[config.mk]
export PLATFORM = sky130hd
export DESIGN_NAME = ahb_dma_port_arbiter
export DESIGN_NICKNAME = d
export VERILOG_FILES = /design/src/rtl/ahb_dma_port_arbiter.sv
export SDC_FILE = /design/constraint.sdc
export NUM_CORES = 1
export LEC_CHECK = 0
export BUFFER_PORTS_ARGS = -buffer_cell sky130_fd_sc_hd__buf_2
export CAP_MARGIN = 0
export CELL_PAD_IN_SITES_DETAIL_PLACEMENT = 1
export CELL_PAD_IN_SITES_GLOBAL_PLACEMENT = 2
export CORE_AREA = 2 2 203 205
export CTS_CLUSTER_SIZE = 12
export DETAILED_ROUTE_END_ITERATION = 10
export DIE_AREA = 0 0 205 207
export GPL_ROUTABILITY_DRIVEN = 0
export PLACE_DENSITY_LB_ADDON = 0.1
export SLEW_MARGIN = 40
export SYNTH_ARGS = -nofsm -noshare
export SYNTH_HDL_FRONTEND = slang
export SYNTH_SLANG_ARGS = --single-unit
[constraint.sdc]
create_clock -name clk -period 3.2 [get_ports clk]
set_clock_uncertainty 0.15 [all_clocks]
set_input_delay 0.48 -clock clk [delete_from_list [all_inputs] [get_ports clk]]
set_output_delay 0.48 -clock clk [all_outputs]
set_load 0.005 [all_outputs]
[src/rtl/ahb_dma_port_arbiter.sv]
`default_nettype none
// ============================================================================
//  Module   : ahb_dma_port_arbiter
//  Purpose  : Two-master AHB-Lite arbiter in front of the single DMA slave
//             port. Each master's address phase is captured into a private
//             holding register. Held transfers are replayed one at a time,
//             non-pipelined, under round-robin or fixed-priority grant.
//  Revision : 1.0 - initial release
// ============================================================================
module ahb_dma_port_arbiter #(
    parameter int RR_ENABLE = 1   // 1: round-robin, 0: master 0 has priority
) (
    input  logic        clk,
    input  logic        reset_l,

    input  logic [31:0] m0_ahb_haddr,
    input  logic [2:0]  m0_ahb_hsize,
    input  logic [1:0]  m0_ahb_htrans,
    input  logic        m0_ahb_hwrite,
    input  logic [63:0] m0_ahb_hwdata,
    output logic [63:0] m0_ahb_hrdata,
    output logic        m0_ahb_hreadyout,
    output logic        m0_ahb_hresp,

    input  logic [31:0] m1_ahb_haddr,
    input  logic [2:0]  m1_ahb_hsize,
    input  logic [1:0]  m1_ahb_htrans,
    input  logic        m1_ahb_hwrite,
    input  logic [63:0] m1_ahb_hwdata,
    output logic [63:0] m1_ahb_hrdata,
    output logic        m1_ahb_hreadyout,
    output logic        m1_ahb_hresp,

    output logic [31:0] s_ahb_haddr,
    output logic [2:0]  s_ahb_hsize,
    output logic [1:0]  s_ahb_htrans,
    output logic        s_ahb_hwrite,
    output logic [63:0] s_ahb_hwdata,
    output logic [2:0]  s_ahb_hburst,
    output logic        s_ahb_hmastlock,
    output logic [3:0]  s_ahb_hprot,
    input  logic [63:0] s_ahb_hrdata,
    input  logic        s_ahb_hready,
    input  logic        s_ahb_hresp,

    output logic [1:0]  gnt
);

    localparam logic [1:0] ST_IDLE = 2'd0;
    localparam logic [1:0] ST_ADDR = 2'd1;
    localparam logic [1:0] ST_DATA = 2'd2;

    localparam logic [1:0] HTRANS_IDLE   = 2'b00;
    localparam logic [1:0] HTRANS_NONSEQ = 2'b10;

    // Arbiter state
    logic [1:0]  state_q,     state_d;
    logic        sel_q,       sel_d;        // owner of the port: 0 = m0, 1 = m1
    logic        last_gnt_q,  last_gnt_d;   // master granted most recently

    // Per-master holding registers
    logic        pend0_q,     pend0_d;
    logic [31:0] haddr0_q,    haddr0_d;
    logic [2:0]  hsize0_q,    hsize0_d;
    logic        hwrite0_q,   hwrite0_d;
    logic        pend1_q,     pend1_d;
    logic [31:0] haddr1_q,    haddr1_d;
    logic [2:0]  hsize1_q,    hsize1_d;
    logic        hwrite1_q,   hwrite1_d;

    logic        w_busy;      // ADDR or DATA: port is owned
    logic        w_done0;     // completion cycle of an m0 transfer
    logic        w_done1;     // completion cycle of an m1 transfer
    logic        w_cap0;
    logic        w_cap1;
    logic        w_grant_m1;  // arbitration result used when leaving IDLE

    // Only htrans[1] distinguishes NONSEQ/SEQ from IDLE/BUSY
    logic        unused_htrans;
    assign unused_htrans = m0_ahb_htrans[0] ^ m1_ahb_htrans[0];

    assign w_busy  = (state_q == ST_ADDR) || (state_q == ST_DATA);
    assign w_done0 = (state_q == ST_DATA) && !sel_q && s_ahb_hready;
    assign w_done1 = (state_q == ST_DATA) &&  sel_q && s_ahb_hready;

    // A master is stalled while it has a held transfer, except that in its
    // completion cycle the slave's ready is passed straight through.
    assign m0_ahb_hreadyout = ((state_q == ST_DATA) && !sel_q) ? s_ahb_hready : !pend0_q;
    assign m1_ahb_hreadyout = ((state_q == ST_DATA) &&  sel_q) ? s_ahb_hready : !pend1_q;

    assign w_cap0 = m0_ahb_htrans[1] && m0_ahb_hreadyout;
    assign w_cap1 = m1_ahb_htrans[1] && m1_ahb_hreadyout;

    // On a tie round-robin picks the master not granted last time
    assign w_grant_m1 = pend1_q && (!pend0_q || ((RR_ENABLE != 0) && !last_gnt_q));

    // State register and holding registers
    always_ff @(posedge clk) begin
        if (!reset_l) begin
            state_q    <= ST_IDLE;
            sel_q      <= 1'b0;
            last_gnt_q <= 1'b1;
            pend0_q    <= 1'b0;
            haddr0_q   <= 32'd0;
            hsize0_q   <= 3'd0;
            hwrite0_q  <= 1'b0;
            pend1_q    <= 1'b0;
            haddr1_q   <= 32'd0;
            hsize1_q   <= 3'd0;
            hwrite1_q  <= 1'b0;
        end else begin
            state_q    <= state_d;
            sel_q      <= sel_d;
            last_gnt_q <= last_gnt_d;
            pend0_q    <= pend0_d;
            haddr0_q   <= haddr0_d;
            hsize0_q   <= hsize0_d;
            hwrite0_q  <= hwrite0_d;
            pend1_q    <= pend1_d;
            haddr1_q   <= haddr1_d;
            hsize1_q   <= hsize1_d;
            hwrite1_q  <= hwrite1_d;
        end
    end

    // Capture new address phases; a capture in the completion cycle wins
    always_comb begin
        pend0_d   = pend0_q;
        haddr0_d  = haddr0_q;
        hsize0_d  = hsize0_q;
        hwrite0_d = hwrite0_q;
        pend1_d   = pend1_q;
        haddr1_d  = haddr1_q;
        hsize1_d  = hsize1_q;
        hwrite1_d = hwrite1_q;
        if (w_cap0) begin
            pend0_d   = 1'b1;
            haddr0_d  = m0_ahb_haddr;
            hsize0_d  = m0_ahb_hsize;
            hwrite0_d = m0_ahb_hwrite;
        end else if (w_done0) begin
            pend0_d   = 1'b0;
        end
        if (w_cap1) begin
            pend1_d   = 1'b1;
            haddr1_d  = m1_ahb_haddr;
            hsize1_d  = m1_ahb_hsize;
            hwrite1_d = m1_ahb_hwrite;
        end else if (w_done1) begin
            pend1_d   = 1'b0;
        end
    end

    // Next-state logic: grant from IDLE, advance on slave ready
    always_comb begin
        state_d    = state_q;
        sel_d      = sel_q;
        last_gnt_d = last_gnt_q;
        case (state_q)
            ST_IDLE: begin
                if (pend0_q || pend1_q) begin
                    sel_d      = w_grant_m1;
                    last_gnt_d = w_grant_m1;
                    state_d    = ST_ADDR;
                end
            end
            ST_ADDR: begin
                if (s_ahb_hready) begin
                    state_d = ST_DATA;
                end
            end
            ST_DATA: begin
                if (s_ahb_hready) begin
                    state_d = ST_IDLE;
                end
            end
            default: begin
                state_d = ST_IDLE;
            end
        endcase
    end

    // Output logic: replay the owner's held fields and route the data phase
    always_comb begin
        s_ahb_htrans  = HTRANS_IDLE;
        s_ahb_haddr   = 32'd0;
        s_ahb_hsize   = 3'd0;
        s_ahb_hwrite  = 1'b0;
        s_ahb_hwdata  = 64'd0;
        gnt           = 2'b00;
        m0_ahb_hrdata = 64'd0;
        m0_ahb_hresp  = 1'b0;
        m1_ahb_hrdata = 64'd0;
        m1_ahb_hresp  = 1'b0;
        if (state_q == ST_ADDR) begin
            s_ahb_htrans = HTRANS_NONSEQ;
        end
        if (w_busy) begin
            gnt          = sel_q ? 2'b10 : 2'b01;
            s_ahb_haddr  = sel_q ? haddr1_q  : haddr0_q;
            s_ahb_hsize  = sel_q ? hsize1_q  : hsize0_q;
            s_ahb_hwrite = sel_q ? hwrite1_q : hwrite0_q;
        end
        if (state_q == ST_DATA) begin
            // The owner is stalled, so its live hwdata is stable here
            s_ahb_hwdata = sel_q ? m1_ahb_hwdata : m0_ahb_hwdata;
            if (sel_q) begin
                m1_ahb_hrdata = s_ahb_hrdata;
                m1_ahb_hresp  = s_ahb_hresp;
            end else begin
                m0_ahb_hrdata = s_ahb_hrdata;
                m0_ahb_hresp  = s_ahb_hresp;
            end
        end
    end

    assign s_ahb_hburst    = 3'b000;
    assign s_ahb_hmastlock = 1'b0;
    assign s_ahb_hprot     = 4'b0011;

endmodule
`default_nettype wire

==> results of run 1 <==
[kinds of logic (layout without fill, tap and decap cells)]
group	count (synthesis)	in the layout	share of synthesized area, %
and+or+nand+nor	391	391	34.8
muxes	174	174	29.3
buffers and inverters	81	532	7.37
DFF	78	78	26.3
AOI/OAI and AO/OA	12	12	1.49
adders and majority gates	3	3	0.632
other	2	18	0.126
[worst max-delay path, stage by stage, from the launching register on]
cell and delay, ns:
dfxtp_1 0.31, inv_1 0.13, ha_4 0.17, buf_12 0.32
nor2b_4 0.35, buf_12 0.28, and2_1 0.16, buf_2 0.17
[registers in the layout, summed over array words and instances (netlist names)]
| signal | cells |
|---|---|
| hsize0_q | 3 |
| pend1_q | 1 |
| pend0_q | 1 |
| hwrite1_q | 1 |
| haddr1_q | 32 |
| sel_q | 1 |
| haddr0_q | 32 |
| last_gnt_q | 1 |
| hsize1_q | 3 |
| state_q | 2 |
| hwrite0_q | 1 |
[cell usage in the layout (no fill, tap or decap), types with 2 or more instances in the layout]
cell and n:
dfxtp_1 77, clkbuf_16 9, inv_1 2, nand2_1 153, o21a_1 2, and2_1 67, nor2b_1 102, ha_1 2
mux2i_1 173, diode_2 9, buf_4 9, conb_1 9, buf_2 503, and3_1 65, clkbuf_1 2, buf_12 4
[routing by layer]
metal  vias to the layer above  track usage [%]  routed length, um
met5                         -                0                 91
met4                        12             5.68                919
met3                        48             4.77               2630
met2                       244             26.5              16800
met1                      3079             18.2              14200
li1                       3327                -                  -
[cell type report]
cell class	count	area, sq um
Antenna cell	9	22.5
Clock buffer	12	246
Timing Repair Buffer	516	2670
Sequential cell	78	1570
Fill cell	5027	31200
Multi-Input combinational cell	589	4010
Tap cell	532	666
Inverter	2	7.51
Clock inverter	2	35.0
[stage by stage]
step / power, W / util, %
2_1_floorplan: 0.00192 / -
3_3_place_gp: 0.00256 / 22.1
3_5_place_dp: 0.00255 / 22.1
4_1_cts: 0.00363 / 22.8
5_1_grt: 0.00377 / 22.8
6_report: 0.00352 / 22.8
[power breakdown]
group          leakage (nW)  total [W]  switching, W  internal, W
logic                  4.16    0.00138      0.000734     0.000644
registers             0.643    0.00111     0.0000520      0.00106
clock network         0.139    0.00103      0.000416     0.000617
total                  4.94    0.00352       0.00120      0.00232
[worst max-delay path by stage]
stage	from	endpoint	slack, ns	cells past startpoint
after global placement	state_q[0]	m0_ahb_hrdata[59]	0.51	7
after detailed placement	state_q[0]	m0_ahb_hrdata[59]	0.54	7
after floorplan	state_q[0]	m0_ahb_hrdata[35]	1.22	6
after CTS	state_q[0]	m0_ahb_hrdata[59]	0.14	7
final	state_q[0]	m0_ahb_hrdata[59]	0.26	7
after global routing	state_q[0]	m0_ahb_hrdata[59]	0.05	7
==> impl_metrics.prom, run 1 <==
# TYPE chip_impl_metric gauge
chip_impl_info{name="crit-reg2reg-capture",value="haddr0_q[19]"} 1
chip_impl_metric{name="total_via_count_in_the_routed_design",unit=""} 6710
chip_impl_metric{name="post_drt_antenna_nets",unit=""} 0
chip_impl_metric{name="ir_worst_vdd",unit="mV"} 0.185
chip_impl_metric{name="syn_inst",unit=""} 741
chip_impl_metric{name="synth_edf_count",unit=""} 0
chip_impl_metric{name="timing.final.ws_setup",unit="ns"} 0.255
chip_impl_metric{name="final-max-slew-violation-count",unit=""} 0
chip_impl_metric{name="via_count_of_the_first_global_routing_pass",unit=""} 6786
chip_impl_info{name="hold_path_start",value="m0_ahb_haddr[13]"} 1
chip_impl_metric{name="grt.total_usage",unit="%"} 15.5
chip_impl_metric{name="worst-r2r-setup-slack",unit="ns"} 0.68
chip_impl_metric{name="yosys_warnings",unit=""} 0
chip_impl_metric{name="yosys_register_bits",unit=""} 78
chip_impl_metric{name="grt_pass1_wl",unit="um"} 48500
chip_impl_metric{name="grt_start_max_net_pins",unit=""} 152
chip_impl_metric{name="path_max_fanout",unit=""} 131
chip_impl_metric{name="place.port_buffers",unit=""} 504
chip_impl_metric{name="max_slew.worst_pin.slew",unit="ns"} 0.790
chip_impl_metric{name="tritoncts.num_buffers",unit=""} 9
chip_impl_metric{name="numPlacedInstances",unit=""} 1717
chip_impl_metric{name="slew_headroom",unit="%"} 47.3
chip_impl_metric{name="wire_per_inst",unit="um"} 19.9
chip_impl_metric{name="cp_data_required_time",unit="ns"} 2.57
chip_impl_metric{name="leakage",unit="nW"} 4.94
chip_impl_metric{name="first_iter_violations",unit=""} 305
chip_impl_metric{name="row_count",unit=""} 74
chip_impl_info{name="critical_path.startpoint_type",value="flop"} 1
chip_impl_info{name="rr_startpoint",value="state_q[0]"} 1
chip_impl_metric{name="pre_cts_ws",unit="ns"} 0.537
chip_impl_metric{name="stdcell_count",unit=""} 1740
chip_impl_metric{name="clock_insertion_delay_at_the_later_pin_of_the_skew_report",unit="ns"} 0.34
chip_impl_metric{name="timing.critical_path.arrival",unit="ns"} 2.31
chip_impl_metric{name="avgViaCountPerCell",unit=""} 3.86
chip_impl_metric{name="worst-r2r-cell-count",unit=""} 7
chip_impl_info{name="critical_path_class",value="reg2out"} 1
chip_impl_metric{name="shortest_clock_period_the_worst_path_allows_after_layout",unit="ns"} 2.94
chip_impl_metric{name="pin_count",unit=""} 516
chip_impl_metric{name="initial_antenna_violation_count",unit=""} 18
chip_impl_info{name="yosys.cell_count.top_type",value="mux2i_1"} 1
chip_impl_metric{name="net_count_reported_at_finish",unit=""} 1471
chip_impl_info{name="cts.root.buffer_cell",value="clkbuf_16"} 1
chip_impl_metric{name="cts.htree.levels",unit=""} 3
chip_impl_metric{name="drive_gt1_share",unit="%"} 44.5
chip_impl_info{name="postSynth.topFlopCell",value="dfxtp_1"} 1
chip_impl_metric{name="achievable-frequency",unit="GHz"} 0.340
chip_impl_metric{name="clk_transition_reported_paths",unit="ns"} 0.06
chip_impl_info{name="grt_setup_unrepaired",value="no"} 1
chip_impl_metric{name="detail_route.drc_violations",unit=""} 0
chip_impl_metric{name="power_density",unit="nW/um^2"} 383
chip_impl_metric{name="syn_to_final_growth",unit="%"} 55.0
chip_impl_metric{name="drt-total-wl",unit="um"} 34700
chip_impl_metric{name="finish.instance_area",unit="sq um"} 9210
chip_impl_metric{name="max-cap-violations",unit=""} 0
chip_impl_info{name="synth.area.top_cells",value="mux2i_1 (29%), dfxtp_1 (26%), nor2b_1 (11%)"} 1
chip_impl_metric{name="dp_hpwl",unit="um"} 27700
chip_impl_metric{name="synth_area_per_cell",unit="sq um"} 8.02
chip_impl_metric{name="ctsLongestPathBuffers",unit=""} 2
chip_impl_metric{name="whs_path_depth",unit=""} 3
chip_impl_metric{name="global_route.overflow_total",unit=""} 0
chip_impl_metric{name="fp.dieArea",unit="sq um"} 42400
chip_impl_info{name="yosys-top-cells-count",value="mux2i_1 (174), nand2_1 (153), nor2b_1 (102), dfxtp_1 (78), and2_1 (67)"} 1
chip_impl_metric{name="finalHoldViolations",unit=""} 0
chip_impl_info{name="yosysTopAreaCell",value="mux2i_1"} 1
chip_impl_metric{name="synth.lib_cells_used.distinct",unit=""} 29
chip_impl_metric{name="timing.final.crit_share",unit="%"} 92.0
chip_impl_metric{name="post-synth-top-area-fraction",unit="%"} 29.3
chip_impl_metric{name="final-setup-viol-count",unit=""} 0
chip_impl_metric{name="floorplan.core_area",unit="sq um"} 40400
chip_impl_info{name="critPathCaptureType",value="output pin"} 1
chip_impl_info{name="timing.hold.worst_endpoint",value="haddr0_q[13]"} 1
chip_impl_metric{name="post_dp_cell_area",unit="sq um"} 8910
chip_impl_metric{name="postCtsHoldBufs",unit=""} 0
chip_impl_metric{name="clock_sink_count",unit=""} 78
chip_impl_metric{name="post_synth_design_cell_area",unit="sq um"} 5940
chip_impl_metric{name="detail_route.first_pass.iterations",unit=""} 4
chip_impl_metric{name="die_h",unit="um"} 207
chip_impl_metric{name="setup_total_negative_slack",unit="ns"} 0
chip_impl_metric{name="synth_async_sr_flop_share",unit="%"} 0
chip_impl_info{name="status",value="complete, no violations"} 1
chip_impl_metric{name="number_of_buffers_inserted_by_post_cts_setup_repair",unit=""} 0
chip_impl_metric{name="fin_hold_ws",unit="ns"} 0.225
chip_impl_info{name="cts_tree",value="done"} 1
chip_impl_info{name="min-delay-path-class",value="in2reg"} 1
chip_impl_metric{name="synth-seq-area-share",unit="%"} 26.3
chip_impl_metric{name="cts.repair.resized",unit=""} 0
chip_impl_metric{name="dieWidth",unit="um"} 205
chip_impl_metric{name="start_util",unit="%"} 14.7
(Power assumes the default switching activity.)
==> run 2: changes to the inputs <==
- CAP_MARGIN: 0 -> 20
- PLACE_DENSITY_LB_ADDON: 0.1 -> 0.08
- clock period: 3.2 -> 3.6 ns (I/O delays scaled with it)
==> impl_metrics.prom, run 2 (synthesis results as in run 1) <==
# TYPE chip_impl_metric gauge
chip_impl_metric{name="shortest_clock_period_the_worst_path_allows_after_layout",unit="ns"} 3.10
chip_impl_metric{name="dieWidth",unit="um"} 205
chip_impl_metric{name="initial_antenna_violation_count",unit=""} 15
chip_impl_metric{name="clock_sink_count",unit=""} 78
chip_impl_info{name="startpoint",value="state_q[0]"} 1
chip_impl_metric{name="max-cap-violations",unit=""} 0
chip_impl_metric{name="power_density",unit="nW/um^2"} 337
chip_impl_metric{name="clock_insertion_delay_at_the_later_pin_of_the_skew_report",unit="ns"} 0.34
chip_impl_metric{name="timing.final.ws_setup",unit="ns"} 0.497
chip_impl_metric{name="clk_transition_reported_paths",unit="ns"} 0.06
chip_impl_metric{name="numPlacedInstances",unit=""} 1718
chip_impl_metric{name="timing.critical_path.arrival",unit="ns"} 2.41
chip_impl_info{name="status",value="complete, no violations"} 1
chip_impl_metric{name="wire_length_on_met3",unit="um"} 2610
chip_impl_metric{name="final-max-slew-violation-count",unit=""} 0
chip_impl_metric{name="total_via_count_in_the_routed_design",unit=""} 6710
chip_impl_info{name="highest_layer",value="met5"} 1
chip_impl_metric{name="fp.dieArea",unit="sq um"} 42400
chip_impl_info{name="most_common_library_cell_in_the_layout_ignoring_fill_and_taps",value="buf_2"} 1
chip_impl_metric{name="area_of_all_sequential_standard_cells",unit="sq um"} 1570
chip_impl_metric{name="leakage",unit="nW"} 4.95
chip_impl_metric{name="post_dp_cell_area",unit="sq um"} 8900
chip_impl_metric{name="dp_hpwl",unit="um"} 28500
chip_impl_metric{name="via_count_of_the_first_global_routing_pass",unit=""} 6770
chip_impl_metric{name="finish.instance_area",unit="sq um"} 9220
chip_impl_info{name="cts.root.buffer_cell",value="clkbuf_16"} 1
chip_impl_metric{name="pre_cts_ws",unit="ns"} 0.809
chip_impl_info{name="cts_tree",value="done"} 1
chip_impl_metric{name="n_fill_cell",unit=""} 4967
chip_impl_metric{name="ir_worst_vdd",unit="mV"} 0.213
chip_impl_metric{name="final-setup-viol-count",unit=""} 0
chip_impl_info{name="critical_path.startpoint_type",value="flop"} 1
chip_impl_metric{name="ctsLongestPathBuffers",unit=""} 2
chip_impl_metric{name="drt-total-wl",unit="um"} 35500
chip_impl_metric{name="setup_total_negative_slack",unit="ns"} 0
chip_impl_metric{name="achievable-frequency",unit="GHz"} 0.322
chip_impl_metric{name="global_route.overflow_total",unit=""} 0
chip_impl_metric{name="met2_wirelength",unit="um"} 17600
chip_impl_metric{name="tritoncts.num_buffers",unit=""} 9
chip_impl_metric{name="row_count",unit=""} 74
chip_impl_metric{name="floorplan.core_area",unit="sq um"} 40400
chip_impl_metric{name="cts.repair.resized",unit=""} 0
chip_impl_metric{name="grt_pass1_wl",unit="um"} 49300
chip_impl_info{name="top_regs",value="haddr0_q (32), haddr1_q (32)"} 1
chip_impl_info{name="min-delay-path-class",value="in2reg"} 1
chip_impl_metric{name="cts.htree.levels",unit=""} 3
chip_impl_metric{name="net_count_reported_at_finish",unit=""} 1473
chip_impl_info{name="rr_startpoint",value="state_q[0]"} 1
chip_impl_metric{name="avgViaCountPerCell",unit=""} 3.85
chip_impl_metric{name="grt.total_usage",unit="%"} 15.9
chip_impl_metric{name="m1WireLength",unit="um"} 14700
chip_impl_metric{name="die_h",unit="um"} 207
chip_impl_metric{name="number_of_buffers_inserted_by_post_cts_setup_repair",unit=""} 0
chip_impl_metric{name="postCtsHoldBufs",unit=""} 0
chip_impl_metric{name="final_core_utilization",unit="%"} 22.8
chip_impl_metric{name="timing.final.crit_share",unit="%"} 86.2
chip_impl_metric{name="wire_per_inst",unit="um"} 20.4
chip_impl_metric{name="detail_route.drc_violations",unit=""} 0
chip_impl_info{name="hold_path_start",value="m1_ahb_haddr[31]"} 1
chip_impl_metric{name="detail_route.first_pass.iterations",unit=""} 4
chip_impl_metric{name="syn_to_final_growth",unit="%"} 55.2
chip_impl_metric{name="max_slew.worst_pin.slew",unit="ns"} 0.747
chip_impl_info{name="critPathCaptureType",value="output pin"} 1
chip_impl_metric{name="cp_data_required_time",unit="ns"} 2.91
chip_impl_metric{name="grt_start_max_net_pins",unit=""} 84
chip_impl_metric{name="start_util",unit="%"} 14.7
chip_impl_info{name="grt_setup_unrepaired",value="no"} 1
chip_impl_metric{name="drive_gt1_share",unit="%"} 44.6
chip_impl_metric{name="path_max_fanout",unit=""} 83
chip_impl_metric{name="area_occupied_by_multi_input_gates",unit="sq um"} 4010
chip_impl_info{name="critical_path_class",value="reg2out"} 1
chip_impl_metric{name="place.port_buffers",unit=""} 504
chip_impl_metric{name="post_drt_antenna_nets",unit=""} 0
chip_impl_metric{name="first_iter_violations",unit=""} 288
chip_impl_metric{name="stdcell_count",unit=""} 1741
chip_impl_info{name="final_cell_mix",value="buf_2 (503), mux2i_1 (173), nand2_1 (153)"} 1
chip_impl_metric{name="finalHoldViolations",unit=""} 0
chip_impl_metric{name="pin_count",unit=""} 516
chip_impl_metric{name="slew_headroom",unit="%"} 50.2
[run 2: changes by cell type in the layout (fill, tap and decap cells not counted)]
cell and change:
clkbuf_8 +2, bufinv_16 -1, diode_2 -3, clkbuf_1 +2, buf_4 +1, buf_6 +1
clkinv_2 -1
[run 2: final cells by class]
| class | instances | area share, % |
|---|---|---|
| inverter | 2 | 0.0814 |
| multi-input combinational | 589 | 43.4 |
| clock buffer | 16 | 3.05 |
| timing repair buffer | 518 | 29.1 |
| antenna | 6 | 0.163 |
| sequential | 78 | 17.0 |
| tap | 532 | 7.22 |
[run 2: path summary, 6_finish.rpt]
kind,end,slack [ns],cells after the start
worst max register to register,hwrite1_q,1.10,6
worst max-delay path,m1_ahb_hrdata[62],0.50,5
worst min register to register,haddr0_q[20],0.31,2
worst min-delay path,haddr1_q[31],0.29,3
[run 2: per-layer routing]
metal	global-route usage, %	vias to the layer above
met2	27.9	235
met1	19.2	3107
li1	-	3330
met4	3.87	6
met3	4.14	32
met5	0	-
[run 2: stage by stage]
stage | total power [W] | hold WS (ns)
after floorplan | 0.00171 | 0.284
after global placement | 0.00227 | 0.292
after detailed placement | 0.00227 | 0.296
after CTS | 0.00320 | 0.262
after global routing | 0.00332 | 0.273
final | 0.00311 | 0.287
[run 2: worst max-delay path, cell delays in order (launching register included)]
cell and delay (ns):
dfxtp_1 0.31, inv_1 0.13, ha_4 0.50, buf_4 0.70, and3_1 0.25, buf_2 0.15
[run 2: power by group]
group	switching [W]	total, W	leakage [nW]	internal, W
sequential	0.0000475	0.000992	0.643	0.000944
combinational	0.000657	0.00122	4.17	0.000566
clock	0.000371	0.000897	0.137	0.000526
